<file path="src/rtl/button_pkg.sv">
// Shared definitions for the button event classifier: FSM state encoding,
// default tick thresholds and a small state-decoding helper.
package button_pkg;

    // Classifier FSM states; the 2-bit encoding is shared with the stopwatch top.
    typedef enum logic [1:0] {
        ST_WAIT_REL = 2'd0,
        ST_IDLE     = 2'd1,
        ST_PRESSED  = 2'd2,
        ST_LONG     = 2'd3
    } btn_state_e;

    // Default hold time before a long press, in ~1 kHz ticks.
    localparam int LONG_MS_DEF   = 1000;
    // Default auto-repeat period after a long press, in ~1 kHz ticks (0 = off).
    localparam int REPEAT_MS_DEF = 200;
    // Default timer width; holds max(LONG_MS, REPEAT_MS) - 1.
    localparam int CNT_W_DEF     = 11;

    // True for the states in which the button counts as pressed.
    function automatic logic is_held_state(btn_state_e s);
        return (s == ST_PRESSED) || (s == ST_LONG);
    endfunction

endpackage

</file>
<file path="src/rtl/button_press_classifier_if.sv">
// Signal bundle between the debounced-button source and the press classifier.
// The master side supplies the tick and button level; the slave side (the
// classifier) returns the event pulses and the held level.
interface button_press_classifier_if;

    logic clk_en;        // ~1 kHz single-cycle tick
    logic button_in;     // debounced level, active-low
    logic short_press;   // one-cycle pulse on release before the long threshold
    logic long_press;    // one-cycle pulse when the hold reaches the long threshold
    logic repeat_pulse;  // one-cycle pulse every repeat period while held long
    logic held;          // level, high while the button counts as pressed

    modport master (
        output clk_en,
        output button_in,
        input  short_press,
        input  long_press,
        input  repeat_pulse,
        input  held
    );

    modport slave (
        input  clk_en,
        input  button_in,
        output short_press,
        output long_press,
        output repeat_pulse,
        output held
    );

endinterface

</file>
<file path="src/rtl/button_press_classifier.sv">
// Turns the debounced active-low button level into single-cycle short-press,
// long-press and auto-repeat pulses plus a held level. Press and release are
// detected on every clk edge; only hold-time measurement uses clk_en.
module button_press_classifier
    import button_pkg::*;
#(
    parameter int LONG_MS   = LONG_MS_DEF,
    parameter int REPEAT_MS = REPEAT_MS_DEF,
    parameter int CNT_W     = CNT_W_DEF
) (
    input  logic                     clk,
    input  logic                     rst,
    button_press_classifier_if.slave bus
);

    // Reject thresholds that are out of range or do not fit the timer.
    generate
        if (CNT_W < 1 || CNT_W > 30) begin : g_bad_cnt_w
            $error("button_press_classifier: CNT_W must be in 1..30");
        end
        if (LONG_MS < 2 || LONG_MS > 2047) begin : g_bad_long
            $error("button_press_classifier: LONG_MS must be in 2..2047");
        end
        if (REPEAT_MS < 0 || REPEAT_MS > 2047) begin : g_bad_repeat
            $error("button_press_classifier: REPEAT_MS must be in 0..2047");
        end
        if ((LONG_MS - 1) >= (1 << CNT_W)) begin : g_long_too_wide
            $error("button_press_classifier: LONG_MS - 1 does not fit in CNT_W bits");
        end
        if (REPEAT_MS > 0 && (REPEAT_MS - 1) >= (1 << CNT_W)) begin : g_repeat_too_wide
            $error("button_press_classifier: REPEAT_MS - 1 does not fit in CNT_W bits");
        end
    endgenerate

    // Terminal timer values; the timer never goes past these.
    localparam bit               REPEAT_EN   = (REPEAT_MS != 0);
    localparam logic [CNT_W-1:0] LONG_LAST   = CNT_W'(LONG_MS - 1);
    localparam logic [CNT_W-1:0] REPEAT_LAST = CNT_W'(REPEAT_EN ? (REPEAT_MS - 1) : 0);
    localparam logic [CNT_W-1:0] CNT_ONE     = CNT_W'(1);

    btn_state_e       r_state;
    btn_state_e       w_state_next;
    logic [CNT_W-1:0] r_timer;
    logic [CNT_W-1:0] w_timer_next;
    logic             r_short;
    logic             r_long;
    logic             r_repeat;
    logic             r_held;
    logic             w_short_next;
    logic             w_long_next;
    logic             w_repeat_next;
    logic             w_held_next;
    logic             w_btn_low;

    assign w_btn_low = ~bus.button_in;

    // State, timer and registered outputs; reset parks the FSM until a release.
    always_ff @(posedge clk or posedge rst) begin
        if (rst) begin
            r_state  <= ST_WAIT_REL;
            r_timer  <= '0;
            r_short  <= 1'b0;
            r_long   <= 1'b0;
            r_repeat <= 1'b0;
            r_held   <= 1'b0;
        end else begin
            r_state  <= w_state_next;
            r_timer  <= w_timer_next;
            r_short  <= w_short_next;
            r_long   <= w_long_next;
            r_repeat <= w_repeat_next;
            r_held   <= w_held_next;
        end
    end

    // Next-state, timer and pulse decode; a release always beats a threshold tick.
    always_comb begin
        w_state_next  = r_state;
        w_timer_next  = r_timer;
        w_short_next  = 1'b0;
        w_long_next   = 1'b0;
        w_repeat_next = 1'b0;

        case (r_state)
            ST_WAIT_REL: begin
                // A button stuck low out of reset must be released first.
                if (!w_btn_low) begin
                    w_state_next = ST_IDLE;
                end
            end

            ST_IDLE: begin
                if (w_btn_low) begin
                    w_state_next = ST_PRESSED;
                    w_timer_next = '0;
                end
            end

            ST_PRESSED: begin
                if (!w_btn_low) begin
                    w_short_next = 1'b1;
                    w_state_next = ST_IDLE;
                    w_timer_next = '0;
                end else if (bus.clk_en) begin
                    if (r_timer == LONG_LAST) begin
                        w_long_next  = 1'b1;
                        w_state_next = ST_LONG;
                        w_timer_next = '0;
                    end else begin
                        w_timer_next = r_timer + CNT_ONE;
                    end
                end
            end

            ST_LONG: begin
                if (!w_btn_low) begin
                    w_state_next = ST_IDLE;
                    w_timer_next = '0;
                end else if (bus.clk_en && REPEAT_EN) begin
                    // With repeat disabled the timer simply stays parked at 0.
                    if (r_timer == REPEAT_LAST) begin
                        w_repeat_next = 1'b1;
                        w_timer_next  = '0;
                    end else begin
                        w_timer_next = r_timer + CNT_ONE;
                    end
                end
            end

            default: begin
                w_state_next = ST_WAIT_REL;
                w_timer_next = '0;
            end
        endcase

        w_held_next = is_held_state(w_state_next);
    end

    assign bus.short_press  = r_short;
    assign bus.long_press   = r_long;
    assign bus.repeat_pulse = r_repeat;
    assign bus.held         = r_held;

endmodule

</file>
<file path="src/flat_wrapper.sv">
// flat-port wrapper written by rule: the top's interface ports become plain ports
module button_press_classifier_flat import button_pkg::*;
#(
    parameter int LONG_MS   = LONG_MS_DEF,
    parameter int REPEAT_MS = REPEAT_MS_DEF,
    parameter int CNT_W     = CNT_W_DEF
)
  (clk, rst, bus_clk_en, bus_button_in, bus_short_press, bus_long_press, bus_repeat_pulse, bus_held);
  button_press_classifier_if bus_i ();
  input  logic clk;
  input  logic rst;
  input wire logic [$bits(bus_i.clk_en)-1:0] bus_clk_en;
  input wire logic [$bits(bus_i.button_in)-1:0] bus_button_in;
  output wire logic [$bits(bus_i.short_press)-1:0] bus_short_press;
  output wire logic [$bits(bus_i.long_press)-1:0] bus_long_press;
  output wire logic [$bits(bus_i.repeat_pulse)-1:0] bus_repeat_pulse;
  output wire logic [$bits(bus_i.held)-1:0] bus_held;
  assign bus_i.clk_en = bus_clk_en;
  assign bus_i.button_in = bus_button_in;
  assign bus_short_press = bus_i.short_press;
  assign bus_long_press = bus_i.long_press;
  assign bus_repeat_pulse = bus_i.repeat_pulse;
  assign bus_held = bus_i.held;
  button_press_classifier #(.LONG_MS(LONG_MS), .REPEAT_MS(REPEAT_MS), .CNT_W(CNT_W)) u_core (.clk(clk), .rst(rst), .bus(bus_i));
endmodule
</file>
<file path="config.mk">
export PLATFORM = sky130hd
export DESIGN_NAME = button_press_classifier_flat
export DESIGN_NICKNAME = d
export VERILOG_FILES = /design/src/rtl/button_pkg.sv /design/src/rtl/button_press_classifier_if.sv /design/src/rtl/button_press_classifier.sv /design/src/flat_wrapper.sv
export SDC_FILE = /design/constraint.sdc
export NUM_CORES = 1
export LEC_CHECK = 0
export BUFFER_PORTS_ARGS = -buffer_cell sky130_fd_sc_hd__buf_2
export CAP_MARGIN = 20
export CELL_PAD_IN_SITES_DETAIL_PLACEMENT = 0
export CELL_PAD_IN_SITES_GLOBAL_PLACEMENT = 1
export CORE_ASPECT_RATIO = 1.1
export CORE_MARGIN = 2
export CORE_UTILIZATION = 44
export CTS_BUF_LIST = sky130_fd_sc_hd__clkbuf_16
export DETAILED_ROUTE_END_ITERATION = 16
export PLACE_DENSITY = 0.77
export RECOVER_POWER = 25
export SLEW_MARGIN = 20
export SYNTH_ARGS = -nofsm -noshare
export SYNTH_HDL_FRONTEND = slang
export SYNTH_SLANG_ARGS = --single-unit
</file>
<file path="constraint.sdc">
create_clock -name clk -period 2 [get_ports clk]
set_input_delay 0.4 -clock clk [delete_from_list [all_inputs] [get_ports clk]]
set_output_delay 0.4 -clock clk [all_outputs]
set_load 0.05 [all_outputs]
</file>
Word level (Yosys, flattened, before mapping)
Index checks and enable logic that the tools add are counted.
- flip-flop bits (word level): 17
- output and inout bits: 4
- add/sub/neg operators: 1
- equal/unequal tests: 10
- mux-type cells: 24
- reductions and logical operators: 5
- operators with widths (operator ; number):
    $mux W11 ; 7
    $pmux W11 S3 ; 1
    $add A11 B1 Y11 const B ; 1
    $eq A11 B10 Y1 const B ; 1
    $eq A11 B8 Y1 const B ; 1
    $mux W1 ; 10
    $mux W2 ; 5
    $eq A2 B2 Y1 const B ; 4
    $ne A3 B3 Y1 const B ; 2
    $pmux W2 S3 ; 1
    $reduce_and A4 Y1 ; 1
    $reduce_bool A3 Y1 ; 1
    $eq A2 B1 Y1 const B ; 1
    $logic_not A2 Y1 ; 1
    $ne A2 B2 Y1 const B ; 1
    $reduce_or A2 Y1 ; 1
    $logic_or A1 B1 Y1 ; 1

Depth between registers and ports, before layout
- depth in word-level cells: 7
- depth in mapped cells: 8
- mapped depth without buffers: 7

Worst setup path before layout
Ideal clock, no wire load.
- path type: reg-to-reg
- start: reg u_core.r_state[0]
- end: reg u_core.r_timer[3]
- library setup time: 0.129 ns
- data arrival time: 1.604 ns
- required time: 1.871 ns
- path slack: 0.268 ns
- stages on the path, launching flop included: 8
- period minus slack after synthesis: 1.732 ns
- cells stage by stage: dfrtp_1 inv_1 ha_1 or3_4 o311ai_4 buf_4 nand2b_1 o22ai_1
- longest elaborated chain between the ends: 3
- elaborated cells between the ends (all ways): 9
- ends and longest elaborated chain (what ; line ; RTL):
    from (decl) ; button_press_classifier.sv:41 ; btn_state_e r_state;
    from (signal assigned) ; button_press_classifier.sv:67 ; r_state <= w_state_next;
    $eq A2 B2 Y1 / $eq A2 B1 Y1 (equally long branches) ; button_press_classifier.sv:84 ; case (r_state)
    $ne A3 B3 Y1 (no source line), or another cell as far along ; n/a ;
    $reduce_and A4 Y1 (no source line) ; n/a ;
    to (signal assigned) ; button_press_classifier.sv:68 ; r_timer <= w_timer_next;
    to (decl) ; button_press_classifier.sv:43 ; logic [CNT_W-1:0] r_timer;
Several ways; a longest one is shown, not always the timed one.
A chain may end at the register's enable or synchronous reset.

Final worst setup path
Same ends and word-level chain as after synthesis.

==> summary.md <==
| Metric | Value |
|---|---|
| Yosys warns | 0 |
| Power per Cell Area | 1270 mW/mm^2 |
| Status | finished, final reports clean |
| HP Class | input port to asynchronous set/reset pin |
| Syn Inst Count | 98 |
| I/O Pins | 8 |
| LEAKAGE | around 0.48 nW |
| DIE AREA | ~0.0026 sq mm |
| DR pass1 iterations | 4 |
| CTS Root Cell | clkbuf_16 |
| IO buf count | 7 |
| P&R area growth vs syn | 16.8% |
| Routed Antenna Nets | 0 |
| Syn avg cell area | 9.82 sq um |
| Crit Path Category | flop to flop |
| Peak VDD IR | ~0.86 mV |
| Hpwl dp | 1270 microns |
| Layout cells sized above 1 | 0.229 |
| MaxCap Viol Count | 0 |
| Vias in the first global route | 646 |
| Req. time, crit path | 2120 ps |
| Final WL | around 1800 microns |
| Final Cell Area | 0.00112 sq mm |
| Clock Sinks | 17 |
| Yosys top cell area share | 0.442 |
| Initial cell density of the core | 0.471 |
| Filler cells | 186 |
| DIE WIDTH | 48.6 microns |
| CP Max Fanout | 7 |
| Synthesized flop and latch total | 17 |
| Largest net degree at the start of global routing | 18 |
| CTS tree | built |
| Clock-pin slew on the worst setup and hold paths | ~50 ps |
| Final hold vios | 0 |
| Initial antenna violation count | 0 |
| First-pass GRT wire length | 3000 microns |
| Fin Hold WS | 231 ps |
| Via density | 5.34 |
| Critical path startpoint category | flop |
| Final nets | 118 |
| Die H | ~53 microns |
| Remaining global-route overflow | 0 |
| RePlAce Congestion | 0.761 |
| Drt wl/cell | 13.0 microns |
| Critical Path Sink Type | flop |
| Post-Place Cell Area | about 0.0010 sq mm |
| Clk_lat worst skew | about 240 ps |
| Max Slew Vio Count | 0 |
| DR vias | 731 |
| Total track usage | 0.153 |
| F_max | 0.525 GHz |
| Mapped cell area | 962 sq um |
| Core ar. | between 0.002 and 0.0025 sq mm |
| H-tree depth reported by CTS | 1 |
| Num CTS Buffers | 3 |
| Slew @ Worst Pin | approximately 630 ps |
| Max Root-Sink Buffers | 2 |
| Clock Skew | ~0.58 ps |
| Synth area leaders | dfrtp_1 (44%), ha_1 (5.2%), o21ai_0 (5.2%), xnor2_1 (3.6%), nor2_1 (3.5%) |
| Ant. Diodes | 0 |
| Crit path DAT | 2020 ps |
| Slew headroom | 0.581 |
| DRC | 0 |
| Sequential area share after synthesis | 0.442 |
| Area leader, netlist | dfrtp_1 |
| Cell variety after synth | 35 |
| Initial DRC count | 15 |
| Row count | 17 |
| Syn Nets | 106 |
| Period utilization | 0.953 |
| Final period demand of the worst path | 1910 ps |
| Final setup vio count | 0 |
==> through the flow <==
stage | setup WS (ps) | TNS, ps | total power, mW | utilization | cells
3_5_place_dp | 110 | 0 | 0.979 | 0.501 | 131
6_report | 94.3 | 0 | 1.43 | 0.550 | 137
4_1_cts | 89.1 | 0 | 1.37 | 0.539 | 135
3_3_place_gp | 135 | 0 | 0.983 | 0.501 | 131
2_1_floorplan | 268 | 0 | 0.883 | - | 98
5_1_grt | -4.33 | -4.33 | 1.53 | 0.550 | 137
==> critical path: stages (launching register included) <==
cell and delay (ps):
dfrtp_1 410, inv_1 70, ha_2 230, nor2_1 80, o311ai_4 440, buf_4 230, nand2b_1 200, o22ai_1 120
==> final cells by class <==
type	instances	area, sq um	area share
Multi-Input combinational cell	72	504	0.449
Inverter	6	22.5	0.0200
Clock inverter	1	3.75	0.00334
Sequential cell	17	425	0.379
Tap cell	28	35.0	0.0312
Clock buffer	3	75.1	0.0668
Timing Repair Buffer	10	57.6	0.0512
==> logic make-up (layout without fill, tap and decap cells) <==
group,Yosys count,after routing,synth area share
flops,17,17,0.442
buf+inv,9,20,0.0416
fa+ha+maj,4,4,0.0520
xor+xnor,4,4,0.0364
compound gates,23,23,0.182
simple gates,41,41,0.246
==> layer usage <==
metal / GRT usage / routed length [microns] / up-vias
met5: 0 / 0 / -
met4: 0.0714 / 21 / 0
met3: 0.0254 / 44 / 2
met2: 0.234 / 783 / 8
met1: 0.214 / 929 / 349
li1: - / - / 372
==> what timing repair did <==
action / CTS / global route
hold buffers: 0 / 0
setup buffers: 0 / 2
endpoints found under the setup margin: 0 / 6
gates resized for setup: 0 / 2
==> power by group <==
group | switching (mW) | internal (mW)
Sequential | 0.0372 | 0.393
Combinational | 0.368 | 0.249
Clock | 0.119 | 0.265
Total | 0.524 | 0.907
==> final timing paths <==
check                      slack (ps)                         endpoint                          start  cells after the start
max in group asynchronous        1360  u_core.bus.long_press$_DFF_PP0_                            rst                      2
setup / recovery                   90    u_core.r_timer[3]$_DFFE_PP0P_    u_core.r_state[0]$_DFF_PP0_                      7
setup reg to reg                   90    u_core.r_timer[3]$_DFFE_PP0P_    u_core.r_state[0]$_DFF_PP0_                      7
min in group clk                  460  u_core.bus.long_press$_DFF_PP0_                  bus_button_in                      2
hold / removal                    230    u_core.r_timer[5]$_DFFE_PP0P_                            rst                      2
hold reg to reg                   540    u_core.r_timer[1]$_DFFE_PP0P_  u_core.r_timer[1]$_DFFE_PP0P_                      2
==> registers in the layout, indices dropped and copies added, names as in the netlist <==
register and flops:
u_core.r_state 2, u_core.bus.short_press 1, u_core.r_timer 11, u_core.bus.long_press 1, u_core.bus.held 1, u_core.bus.repeat_pulse 1
==> cells in the final DEF, fill, tap and decap left out, types with 2 or more instances in the layout <==
master	count
dfrtp_1	17
nand3_1	3
xnor2_1	4
nand4_1	2
nor3_2	2
o22ai_1	3
o21ai_0	10
nand2b_1	2
inv_1	7
nor4_1	4
buf_4	3
clkbuf_16	3
nor2b_1	2
nor2_1	9
nand2_1	8
buf_2	7
ha_1	3
or2_2	2
==> synthesized netlist by cell type <==
master,instances
dfrtp_1,17
o21ai_0,10
nor2_1,9
nand2_1,8
inv_1,6
ha_1,4
nor4_1,4
xnor2_1,4
nand3_1,3
o22ai_1,3
buf_2,2
nand2b_1,2
nand4_1,2
nor2b_1,2
or2_2,2
a21bo_2,1
a21boi_0,1
a21oi_1,1
and2_1,1
and3b_1,1
and4_1,1
buf_4,1
nand4b_1,1
nor2_4,1
nor3_1,1
nor3_2,1
nor4_2,1
o211ai_1,1
o211ai_2,1
o21a_1,1
o21ai_1,1
o22a_1,1
o311ai_4,1
o41ai_2,1
or3_4,1
(Power assumes the default switching activity.)
